==> src/rtl/des_seq_pkg.sv <==
// Shared types and constants for the DES block sequencer.
package des_seq_pkg;

  localparam int ROUNDS  = 16;
  localparam int WORD_W  = 32;
  localparam int BLOCK_W = 64;

  typedef enum logic [2:0] {
    ST_IDLE  = 3'd0,
    ST_RD0   = 3'd1,
    ST_RD1   = 3'd2,
    ST_RD2   = 3'd3,
    ST_ROUND = 3'd4,
    ST_WR0   = 3'd5,
    ST_WR1   = 3'd6,
    ST_DONE  = 3'd7
  } seq_state_e;

endpackage

==> src/rtl/des_cbc_chain.sv <==
// CBC chaining: holds the chain value and applies the mode-dependent
// pre-XOR (encrypt) and post-XOR (decrypt) around the DES core.
module des_cbc_chain
  import des_seq_pkg::*;
(
  input  logic               i_clk,
  input  logic               i_rst_n,
  input  logic               i_load,
  input  logic [BLOCK_W-1:0] i_iv,
  input  logic               i_cbc,
  input  logic               i_decrypt,
  input  logic               i_form,
  input  logic [BLOCK_W-1:0] i_blk_in,
  output logic [BLOCK_W-1:0] o_des_in,
  input  logic               i_update,
  input  logic [BLOCK_W-1:0] i_des_out,
  output logic [BLOCK_W-1:0] o_result
);

  logic [BLOCK_W-1:0] r_chain;
  logic [BLOCK_W-1:0] r_raw;
  logic [BLOCK_W-1:0] w_pre;
  logic [BLOCK_W-1:0] w_post;

  // Pre-XOR only for CBC encrypt, post-XOR only for CBC decrypt.
  always_comb begin
    w_pre  = i_blk_in;
    w_post = i_des_out;
    if (i_cbc && !i_decrypt) begin
      w_pre = i_blk_in ^ r_chain;
    end else begin
      w_pre = i_blk_in;
    end
    if (i_cbc && i_decrypt) begin
      w_post = i_des_out ^ r_chain;
    end else begin
      w_post = i_des_out;
    end
  end

  // Chain register: iv at run start; afterwards the ciphertext of the block
  // just finished (the result when encrypting, the raw input when decrypting).
  always_ff @(posedge i_clk or negedge i_rst_n) begin
    if (!i_rst_n) begin
      r_chain <= '0;
      r_raw   <= '0;
    end else begin
      if (i_load) begin
        r_chain <= i_iv;
      end else if (i_update && i_cbc) begin
        r_chain <= i_decrypt ? r_raw : w_post;
      end
      if (i_form) begin
        r_raw <= i_blk_in;
      end
    end
  end

  assign o_des_in = w_pre;
  assign o_result = w_post;

endmodule

==> src/rtl/des_block_seq.sv <==
// Block sequencer: reads 64-bit blocks from the input RAM, steps the external
// DES core for 16 rounds per block, and writes results to the output RAM.
module des_block_seq
  import des_seq_pkg::*;
#(
  parameter int ADDR_W    = 9,
  parameter int MAX_BLK_W = ADDR_W
)(
  input  logic                 clk1,
  input  logic                 reset_n,
  input  logic                 start,
  input  logic                 abort,
  input  logic                 decrypt,
  input  logic                 cbc,
  input  logic [BLOCK_W-1:0]   iv,
  input  logic [MAX_BLK_W-1:0] block_count,
  output logic                 busy,
  output logic                 done,
  output logic [MAX_BLK_W-1:0] blocks_done,
  output logic [ADDR_W-1:0]    ram_in_addr,
  input  logic [WORD_W-1:0]    ram_in_dout,
  output logic [ADDR_W-1:0]    ram_out_addr,
  output logic [WORD_W-1:0]    ram_out_din,
  output logic                 ram_out_we,
  output logic [BLOCK_W-1:0]   des_in,
  output logic [3:0]           des_round_sel,
  output logic                 des_decrypt,
  input  logic [BLOCK_W-1:0]   des_out
);

  localparam int CAP   = 2 ** (ADDR_W - 1);
  localparam int BLK_W = ADDR_W - 1;

  // Requested counts beyond RAM capacity clamp to capacity, so addresses never wrap.
  function automatic logic [ADDR_W-1:0] eff_count(input logic [MAX_BLK_W-1:0] bc);
    if (32'(bc) > 32'(CAP)) begin
      return ADDR_W'(CAP);
    end else begin
      return ADDR_W'(bc);
    end
  endfunction

  seq_state_e           r_state;
  seq_state_e           w_state_nxt;
  logic [BLK_W-1:0]     r_blk;
  logic [BLK_W-1:0]     w_blk_nxt;
  logic [ADDR_W-1:0]    r_count;
  logic                 r_decrypt;
  logic                 r_cbc;
  logic [WORD_W-1:0]    r_lo;
  logic [WORD_W-1:0]    r_result_hi;
  logic                 r_busy;
  logic                 r_done;
  logic [MAX_BLK_W-1:0] r_blocks_done;
  logic [ADDR_W-1:0]    r_in_addr;
  logic [ADDR_W-1:0]    r_out_addr;
  logic [WORD_W-1:0]    r_out_din;
  logic                 r_we;
  logic [BLOCK_W-1:0]   r_des_in;
  logic [3:0]           r_round;
  logic                 w_launch;
  logic                 w_form;
  logic                 w_capture;
  logic                 w_last;
  logic [BLOCK_W-1:0]   w_pre;
  logic [BLOCK_W-1:0]   w_result;

  assign w_last    = (ADDR_W'({1'b0, r_blk}) + ADDR_W'(1)) == r_count;
  assign w_launch  = (r_state == ST_IDLE)  && (w_state_nxt != ST_IDLE);
  assign w_form    = (r_state == ST_RD2)   && (w_state_nxt == ST_ROUND);
  assign w_capture = (r_state == ST_ROUND) && (w_state_nxt == ST_WR0);

  // Next-state logic; abort overrides everything outside IDLE, including start.
  always_comb begin
    w_state_nxt = r_state;
    if (abort && (r_state != ST_IDLE)) begin
      w_state_nxt = ST_IDLE;
    end else begin
      case (r_state)
        ST_IDLE: begin
          if (start && !abort) begin
            w_state_nxt = (eff_count(block_count) == ADDR_W'(0)) ? ST_DONE : ST_RD0;
          end else begin
            w_state_nxt = ST_IDLE;
          end
        end
        ST_RD0:   w_state_nxt = ST_RD1;
        ST_RD1:   w_state_nxt = ST_RD2;
        ST_RD2:   w_state_nxt = ST_ROUND;
        ST_ROUND: w_state_nxt = (r_round == 4'(ROUNDS - 1)) ? ST_WR0 : ST_ROUND;
        ST_WR0:   w_state_nxt = ST_WR1;
        ST_WR1:   w_state_nxt = w_last ? ST_DONE : ST_RD0;
        ST_DONE:  w_state_nxt = ST_IDLE;
        default:  w_state_nxt = ST_IDLE;
      endcase
    end
  end

  // Block index: cleared at launch, advanced when WR1 hands over to the next block.
  always_comb begin
    w_blk_nxt = r_blk;
    if (w_launch) begin
      w_blk_nxt = '0;
    end else if ((r_state == ST_WR1) && (w_state_nxt == ST_RD0)) begin
      w_blk_nxt = r_blk + BLK_W'(1);
    end else begin
      w_blk_nxt = r_blk;
    end
  end

  // State, datapath and registered outputs, all derived from the next state
  // so that each output is valid in the cycle of the state it belongs to.
  always_ff @(posedge clk1 or negedge reset_n) begin
    if (!reset_n) begin
      r_state       <= ST_IDLE;
      r_blk         <= '0;
      r_count       <= '0;
      r_decrypt     <= 1'b0;
      r_cbc         <= 1'b0;
      r_lo          <= '0;
      r_result_hi   <= '0;
      r_busy        <= 1'b0;
      r_done        <= 1'b0;
      r_blocks_done <= '0;
      r_in_addr     <= '0;
      r_out_addr    <= '0;
      r_out_din     <= '0;
      r_we          <= 1'b0;
      r_des_in      <= '0;
      r_round       <= 4'd0;
    end else begin
      r_state <= w_state_nxt;
      r_blk   <= w_blk_nxt;
      r_busy  <= (w_state_nxt != ST_IDLE);
      r_done  <= (w_state_nxt == ST_DONE);
      r_we    <= (w_state_nxt == ST_WR0) || (w_state_nxt == ST_WR1);
      r_round <= ((r_state == ST_ROUND) && (w_state_nxt == ST_ROUND)) ? (r_round + 4'd1) : 4'd0;
      if (w_launch) begin
        r_decrypt     <= decrypt;
        r_cbc         <= cbc;
        r_count       <= eff_count(block_count);
        r_blocks_done <= '0;
        r_in_addr     <= '0;
        r_out_addr    <= '0;
      end else if ((r_state == ST_WR1) && (w_state_nxt != ST_IDLE)) begin
        r_blocks_done <= r_blocks_done + MAX_BLK_W'(1);
      end
      if (w_state_nxt == ST_RD0) begin
        r_in_addr <= {w_blk_nxt, 1'b0};
      end else if (w_state_nxt == ST_RD1) begin
        r_in_addr <= {r_blk, 1'b1};
      end
      if (r_state == ST_RD1) begin
        r_lo <= ram_in_dout;
      end
      if (w_form) begin
        r_des_in <= w_pre;
      end
      if (w_capture) begin
        r_result_hi <= w_result[BLOCK_W-1:WORD_W];
        r_out_addr  <= {r_blk, 1'b0};
        r_out_din   <= w_result[WORD_W-1:0];
      end else if ((r_state == ST_WR0) && (w_state_nxt == ST_WR1)) begin
        r_out_addr <= {r_blk, 1'b1};
        r_out_din  <= r_result_hi;
      end
    end
  end

  des_cbc_chain u_chain (
    .i_clk     (clk1),
    .i_rst_n   (reset_n),
    .i_load    (w_launch),
    .i_iv      (iv),
    .i_cbc     (r_cbc),
    .i_decrypt (r_decrypt),
    .i_form    (w_form),
    .i_blk_in  ({ram_in_dout, r_lo}),
    .o_des_in  (w_pre),
    .i_update  (w_capture),
    .i_des_out (des_out),
    .o_result  (w_result)
  );

  assign busy          = r_busy;
  assign done          = r_done;
  assign blocks_done   = r_blocks_done;
  assign ram_in_addr   = r_in_addr;
  assign ram_out_addr  = r_out_addr;
  assign ram_out_din   = r_out_din;
  assign ram_out_we    = r_we;
  assign des_in        = r_des_in;
  assign des_round_sel = r_round;
  assign des_decrypt   = r_decrypt;

endmodule

==> config.mk <==
export PLATFORM = sky130hd
export DESIGN_NAME = des_block_seq
export DESIGN_NICKNAME = d
export VERILOG_FILES = /design/src/rtl/des_seq_pkg.sv /design/src/rtl/des_cbc_chain.sv /design/src/rtl/des_block_seq.sv
export SDC_FILE = /design/constraint.sdc
export NUM_CORES = 1
export LEC_CHECK = 0
export CAP_MARGIN = 20
export CORE_MARGIN = 8
export CORE_UTILIZATION = 43
export DETAILED_ROUTE_END_ITERATION = 6
export HOLD_SLACK_MARGIN = 0.15
export PLACE_DENSITY = 0.72
export SETUP_SLACK_MARGIN = 0.2
export SLEW_MARGIN = 15
export SYNTH_ARGS = -nofsm -noshare
export SYNTH_HDL_FRONTEND = slang
export SYNTH_SLANG_ARGS = --single-unit
==> constraint.sdc <==
create_clock -name clk1 -period 3.47 [get_ports clk1]
set_clock_uncertainty 0.2 [all_clocks]
set_input_delay 0.694 -clock clk1 [delete_from_list [all_inputs] [get_ports clk1]]
set_output_delay 0.694 -clock clk1 [all_outputs]
set_load 0.1 [all_outputs]
; Yosys cells after proc, flatten, opt, wreduce, memory -nomap -nowiden
; Cells that the tools add are included.
; Widths: inputs -> output; s select.
[op_classes]
addsub = 4
magnitude_cmp = 1
n_eq_ne = 15
mux = 27
bitwise_logic = 2
n_reduce_logical = 24
[ops]
columns = cell, n
row1 = $mux 64, 5
row2 = $xor 64x64->64, 2
row3 = $mux 9, 11
row4 = $mux 32, 2
row5 = $eq 3x3->1 const B, 8
row6 = $pmux 3 s8, 1
row7 = $mux 8, 2
row8 = $logic_and 1x1->1, 12
row9 = $mux 3, 4
row10 = $reduce_bool 3->1, 4
row11 = $add 8x1->9 const B, 1
row12 = $add 9x1->9 const B, 1
row13 = $eq 3x2->1 const B, 3
row14 = $eq 9x9->1, 1
row15 = $gt 9x9->1 const B, 1
row16 = $logic_not 9->1, 1
row17 = $add 8x1->8 const B, 1
row18 = $eq 3x1->1 const B, 2
row19 = $reduce_bool 2->1, 3
row20 = $add 4x1->4 const B, 1
row21 = $eq 4x4->1 const B, 1
row22 = $mux 4, 1
row23 = $logic_not 3->1, 1
row24 = $logic_not 1->1, 2
row25 = other kinds (2), 2
[totals]
ff_bits = 344
inputBits = 175
output_inout_bits = 131
wordCells = 91

; Depth between registers and ports, before layout
[depth]
ltp_word = 15
mapped_depth = 10
ltp_nobuf = 8

; Cells and area by module
; From an unflattened synthesis, not the netlist that was laid out.
[hier_totals]
cells_unflattened = 1655
hier_area_um2 = 17571.9
[by_module_without_submodules]
columns = module, n_inst, cells_each, area_each_um2, seq_area_each_um2
row1 = des_block_seq, 1, 821, 9130.0, 5405.2
row2 = des_cbc_chain, 1, 834, 8441.8, 3203.1

; Worst setup path before layout
; OpenSTA, ideal clock, no wires.
[synth_path]
path_kind = flip-flop to flip-flop
startpoint = register r_round[0], in the netlist des_round_sel[0]
endpoint = register u_chain.r_chain[19]
setup_ps = 83
arrival_ps = 2678
required_ps = 3187
slack_ps = 510
path_stages_with_launch = 11
path_buffers = 3
synth_period_minus_slack_ps = 2960
cell_sequence = dfrtp_1 ha_1 and4_1 nor3_1 nor2b_1 a21oi_1 buf_2 clkbuf_1 buf_2 nand2_1 o21ai_0
[synth_between]
elab_chain_len = 8
elab_cells_between_ends = 11
classes_between = 2 x eq/ne / 4 x mux / 5 x reduce/logical
[synth_lines]
columns = element, line_no
row1 = from (decl), des_block_seq.sv:60  ; logic [3:0] r_round;
row2 = from (signal assigned), des_block_seq.sv:137  ; r_round <= ((r_state == ST_ROUND) && (w_state_nxt == ST_ROUND)) ? (r_round + 4'd1) : 4'd0;
row3 = $eq 4x4->1 (*), des_block_seq.sv:90  ; ST_ROUND: w_state_nxt = (r_round == 4'(ROUNDS - 1)) ? ST_WR0 : ST_ROUND;
row4 = $mux 1 (*), des_block_seq.sv:90
row5 = $pmux 3 s8 (*), des_block_seq.sv:79  ; case (r_state)
row6 = $mux 3 (*), des_block_seq.sv:76  ; if (abort && (r_state != ST_IDLE)) begin
row7 = $eq 3x3->1, des_block_seq.sv:71  ; assign w_capture = (r_state == ST_ROUND) && (w_state_nxt == ST_WR0);
row8 = $logic_and 1x1->1, des_block_seq.sv:71
row9 = $logic_and 1x1->1, des_cbc_chain.sv:50  ; end else if (i_update && i_cbc) begin
row10 = $reduce_bool 2->1 (no line), n/a
row11 = to (signal assigned), des_cbc_chain.sv:49  ; r_chain <= i_iv;
row12 = to (signal assigned), des_cbc_chain.sv:51  ; r_chain <= i_decrypt ? r_raw : w_post;
row13 = to (decl), des_cbc_chain.sv:20  ; logic [BLOCK_W-1:0] r_chain;
; Every way passes the cells marked *; elsewhere a longest branch is shown, timed or not.
; A chain may end at the register's enable or synchronous reset.

; Final worst setup path
[layout_path]
startpoint = register r_blk[0]
endpoint = register r_in_addr[1], in the netlist ram_in_addr[1]
[layout_between]
elab_chain_len = 10
elab_cells_between_ends = 16
classes_between = 2 x add/sub / 3 x eq/ne / 7 x mux / 4 x reduce/logical
[layout_lines]
columns = element, line_no
row1 = from (decl), des_block_seq.sv:45  ; logic [BLK_W-1:0] r_blk;
row2 = from (signal assigned), des_block_seq.sv:133  ; r_blk <= w_blk_nxt;
row3 = $add 8x1->9, des_block_seq.sv:68  ; assign w_last = (ADDR_W'({1'b0, r_blk}) + ADDR_W'(1)) == r_count;
row4 = $eq 9x9->1, des_block_seq.sv:68
row5 = $mux 3, des_block_seq.sv:92  ; ST_WR1: w_state_nxt = w_last ? ST_DONE : ST_RD0;
row6 = $pmux 3 s8, des_block_seq.sv:79
row7 = $mux 3, des_block_seq.sv:76
row8 = $eq 3x1->1, "des_block_seq.sv:104, des_block_seq.sv:148"
row9 = $logic_and 1x1->1, des_block_seq.sv:104  ; end else if ((r_state == ST_WR1) && (w_state_nxt == ST_RD0)) begin
row10 = $mux 8, des_block_seq.sv:104
row11 = $mux 8, des_block_seq.sv:102  ; if (w_launch) begin
row12 = $mux 9, des_block_seq.sv:148  ; if (w_state_nxt == ST_RD0) begin
row13 = to (signal assigned), des_block_seq.sv:149  ; r_in_addr <= {w_blk_nxt, 1'b0};
row14 = to (signal assigned), des_block_seq.sv:151  ; r_in_addr <= {r_blk, 1'b1};
row15 = to (decl), des_block_seq.sv:55  ; logic [ADDR_W-1:0] r_in_addr;
; Parallel ways exist; a longest one is shown, timed or not.

==> impl_metrics.json <==
{
  "status": "finished clean",
  "pin_count": 306,
  "final_cell_area_mm2": 0.02116,
  "fp.dieW_um": 210.8,
  "remaining_drc_errors": 0,
  "gp_congestion": 0.8569,
  "first_iter_violations": 806,
  "hp-class": "reg -> reg",
  "rsz0062_at_grt": "no",
  "die-area_mm2": 0.04443,
  "p_per_area_mw_per_mm2": 1014,
  "period_share_pct": 88.01,
  "hold_viol_final": 0,
  "drive_gt1_share_pct": 17.96,
  "cts.sinks": 344,
  "cp.required_ps": 3700,
  "dieHeight_um": 210.8,
  "overflow": 0,
  "synth_cell_types": 49,
  "htreeDepth": 2,
  "ys_ff_latch": 344,
  "clock_latency_ps": 550,
  "maxSlewHeadroom_pct": 44.41,
  "synth_edf_count": 0,
  "ctsRootBufferMaster": "clkbuf_16",
  "crit_fanout": 17,
  "start_util_pct": 43.52,
  "arrival_ps": 3280,
  "critPathKind": "reg -> reg",
  "crit_path_start": "r_blk[0]$_DFF_PN0_",
  "viasPerCell": 5.213,
  "async_reset_ff_share_pct": 100.0,
  "grt_max_degree": 129,
  "cap_violations": 0,
  "placed_cells": 2395,
  "worstMarginPinSlew_ps": 830.8,
  "cts-buffers-inserted": 40,
  "fin_setup_tns_ps": 0,
  "synth_area_mm2": 0.01631,
  "yosysTopAreaCell": "dfrtp_1",
  "hpwl_um": 33350,
  "synthTopCellsByArea": "dfrtp_1 53%, nand2_1 7.6%, xor2_1 7.5%",
  "layout.cells.non_filler": 2474,
  "grt_pass1_vias": 13410,
  "cts_tree": "built",
  "timing.hold.ws_ps": 277.8,
  "start_kind": "register",
  "setup_slack_ps": 416.0,
  "hp-start": "r_result_hi[17]$_DFFE_PN0N_",
  "leakage_uw": 0.009401,
  "antenna_left": 0,
  "numPortBuffers": 305,
  "setup_viol": 0,
  "dp_slack_ps": 258.9,
  "fin_nets": 2108,
  "wirelength_um": 48590,
  "r2r_start": "r_blk[0]$_DFF_PN0_",
  "path_clk_slew_ps": 60,
  "coreArea_mm2": 0.03749,
  "final_max_slew_viol_count": 0,
  "yosys.area.top_type_share_pct": 52.76,
  "period_needed_ps": 3054,
  "cts.path.max_buffers": 3,
  "netlist_instances": 1653,
  "vias": 12900,
  "ys_warn_count": 0,
  "synthToLayoutAreaGrowth_pct": 29.70,
  "dr.pass1.iters": 5,
  "ir_drop_v": 0.0007793,
  "end_kind": "register",
  "fp-row-count": 71,
  "max_freq_mhz": 327.4,
  "syn-num-nets": 1831,
  "grt_usage_pct": 21.60,
  "post_dp_cell_area_mm2": 0.01973,
  "wire_per_inst_um": 19.64,
  "grt_pass1_wl_um": 76390,
  "antenna_found_initial": 6,
  "cts_resized": 0,
  "ys.flop_type": "dfrtp_1",
  "ys_seq_area_share_pct": 52.76,
  "syn_avg_cell_area_um2": 9.870
}
cell type report:
cell class,instances,area [um^2]
clock inverter,13,175.2
multi-input combinational,1188,7261
antenna,3,7.507
fill,3292,16330
clock buffer,59,1204
tap,511,639.4
sequential,344,8612
inverter,11,41.29
timing repair buffer,345,3221
stage by stage:
step,total power (uW),util [%]
after floorplan,14340,-
after global placement,16870,52.63
after detailed placement,17130,52.63
after CTS,21630,56.33
after global routing,22580,56.44
final,21470,56.44
path summary, 6_finish.rpt:
kind	cells after the start	endpoint	slack (ps)
hold reg to reg	2	r_result_hi[17]$_DFFE_PN0N_	280
hold / removal	2	r_result_hi[17]$_DFFE_PN0N_	280
max in group asynchronous	3	r_lo[1]$_DFFE_PN0P_	1800
setup reg to reg	10	ram_in_addr[1]$_DFFE_PN0P_	420
setup / recovery	10	ram_in_addr[1]$_DFFE_PN0P_	420
min in group asynchronous	2	blocks_done[6]$_DFFE_PN0P_	490
per-layer routing:
metal	vias to the layer above	wire length [um]	GRT usage, %
met5	-	38	0
met4	6	1210	7.239
met3	67	3057	4.955
met2	383	22830	34.42
met1	6321	21450	28.83
li1	6119	-	-
what timing repair did:
action	in CTS	in global routing
hold endpoints to repair	58	0
hold buffers	1	0
setup endpoints to repair	0	4
setup buffers	0	3
kinds of logic after synthesis:
family / synth area share, %
AND/OR/NAND/NOR: 14.10
flip-flops: 52.76
buffers and inverters: 3.029
multiplexers: 10.81
adder cells (fa/ha/maj): 0.2301
XOR/XNOR: 8.053
AO/OA/AOI/OAI: 11.01
synth_stat cells, drive strengths merged (2+ instances only):
| cell | number |
|---|---|
| o221ai | 32 |
| nor4b | 2 |
| mux2i | 67 |
| o21ai | 117 |
| o211a | 2 |
| or3 | 3 |
| inv | 11 |
| and4 | 2 |
| dfrtp | 344 |
| and2 | 2 |
| buf | 34 |
| nand3b | 9 |
| ha | 3 |
| nor3 | 9 |
| a21oi | 134 |
| nor2 | 157 |
| mux2 | 97 |
| xnor2 | 11 |
| and3 | 8 |
| clkbuf | 76 |
| nor2b | 4 |
| nand2 | 332 |
| a221o | 6 |
| nand2b | 4 |
| xor2 | 139 |
| nand3 | 17 |
| o211ai | 5 |
| nand4 | 5 |
| o21a | 9 |
power breakdown:
part / switching [uW] / internal, uW
sequential: 1300 / 5710
clock: 1700 / 2700
combinational: 7170 / 2900
layout by cell type (no fill, tap or decap), types with 2 or more instances in the layout:
cell type	synthesis	routed
a21oi_1	134	133
a221o_1	6	6
and3_1	8	6
and4_1	2	2
buf_12	0	15
buf_4	0	155
bufinv_16	0	4
clkbuf_1	76	7
clkbuf_16	0	41
clkbuf_8	0	11
clkdlybuf4s50_1	0	173
clkinv_2	0	6
dfrtp_1	344	343
diode_2	0	3
ha_1	3	3
inv_1	11	11
inv_6	0	2
mux2_2	97	97
mux2i_1	67	67
nand2_1	331	331
nand2b_1	4	3
nand3_1	16	16
nand3b_1	9	9
nand4_1	5	5
nor2_1	157	155
nor2_4	0	2
nor2b_1	4	3
nor3_1	8	8
nor4b_1	2	2
o211a_1	2	2
o211ai_1	5	5
o21a_1	9	9
o21ai_0	116	116
o221ai_1	32	32
or3_1	2	2
xnor2_1	11	11
xor2_1	139	139
flip-flops by register name, indices dropped and copies added (netlist names):
signal	cells
u_chain.r_raw	64
r_result_hi	32
r_count	9
busy	1
des_in	64
ram_out_din	32
ram_in_addr	9
u_chain.r_chain	64
r_lo	32
des_decrypt	1
des_round_sel	4
r_blk	8
ram_out_addr	9
r_cbc	1
ram_out_we	1
r_state	3
done	1
blocks_done	9
worst max-delay path, stage by stage, from the launching register on:
cell,delay (ps)
dfrtp_1,480
ha_1,390
xor2_1,180
or4_4,500
a211oi_4,250
nand3_2,160
o21ai_4,200
buf_12,160
buf_4,140
nor2_1,40
a221o_1,260
No activity file was read; power rests on OpenSTA's default activity.
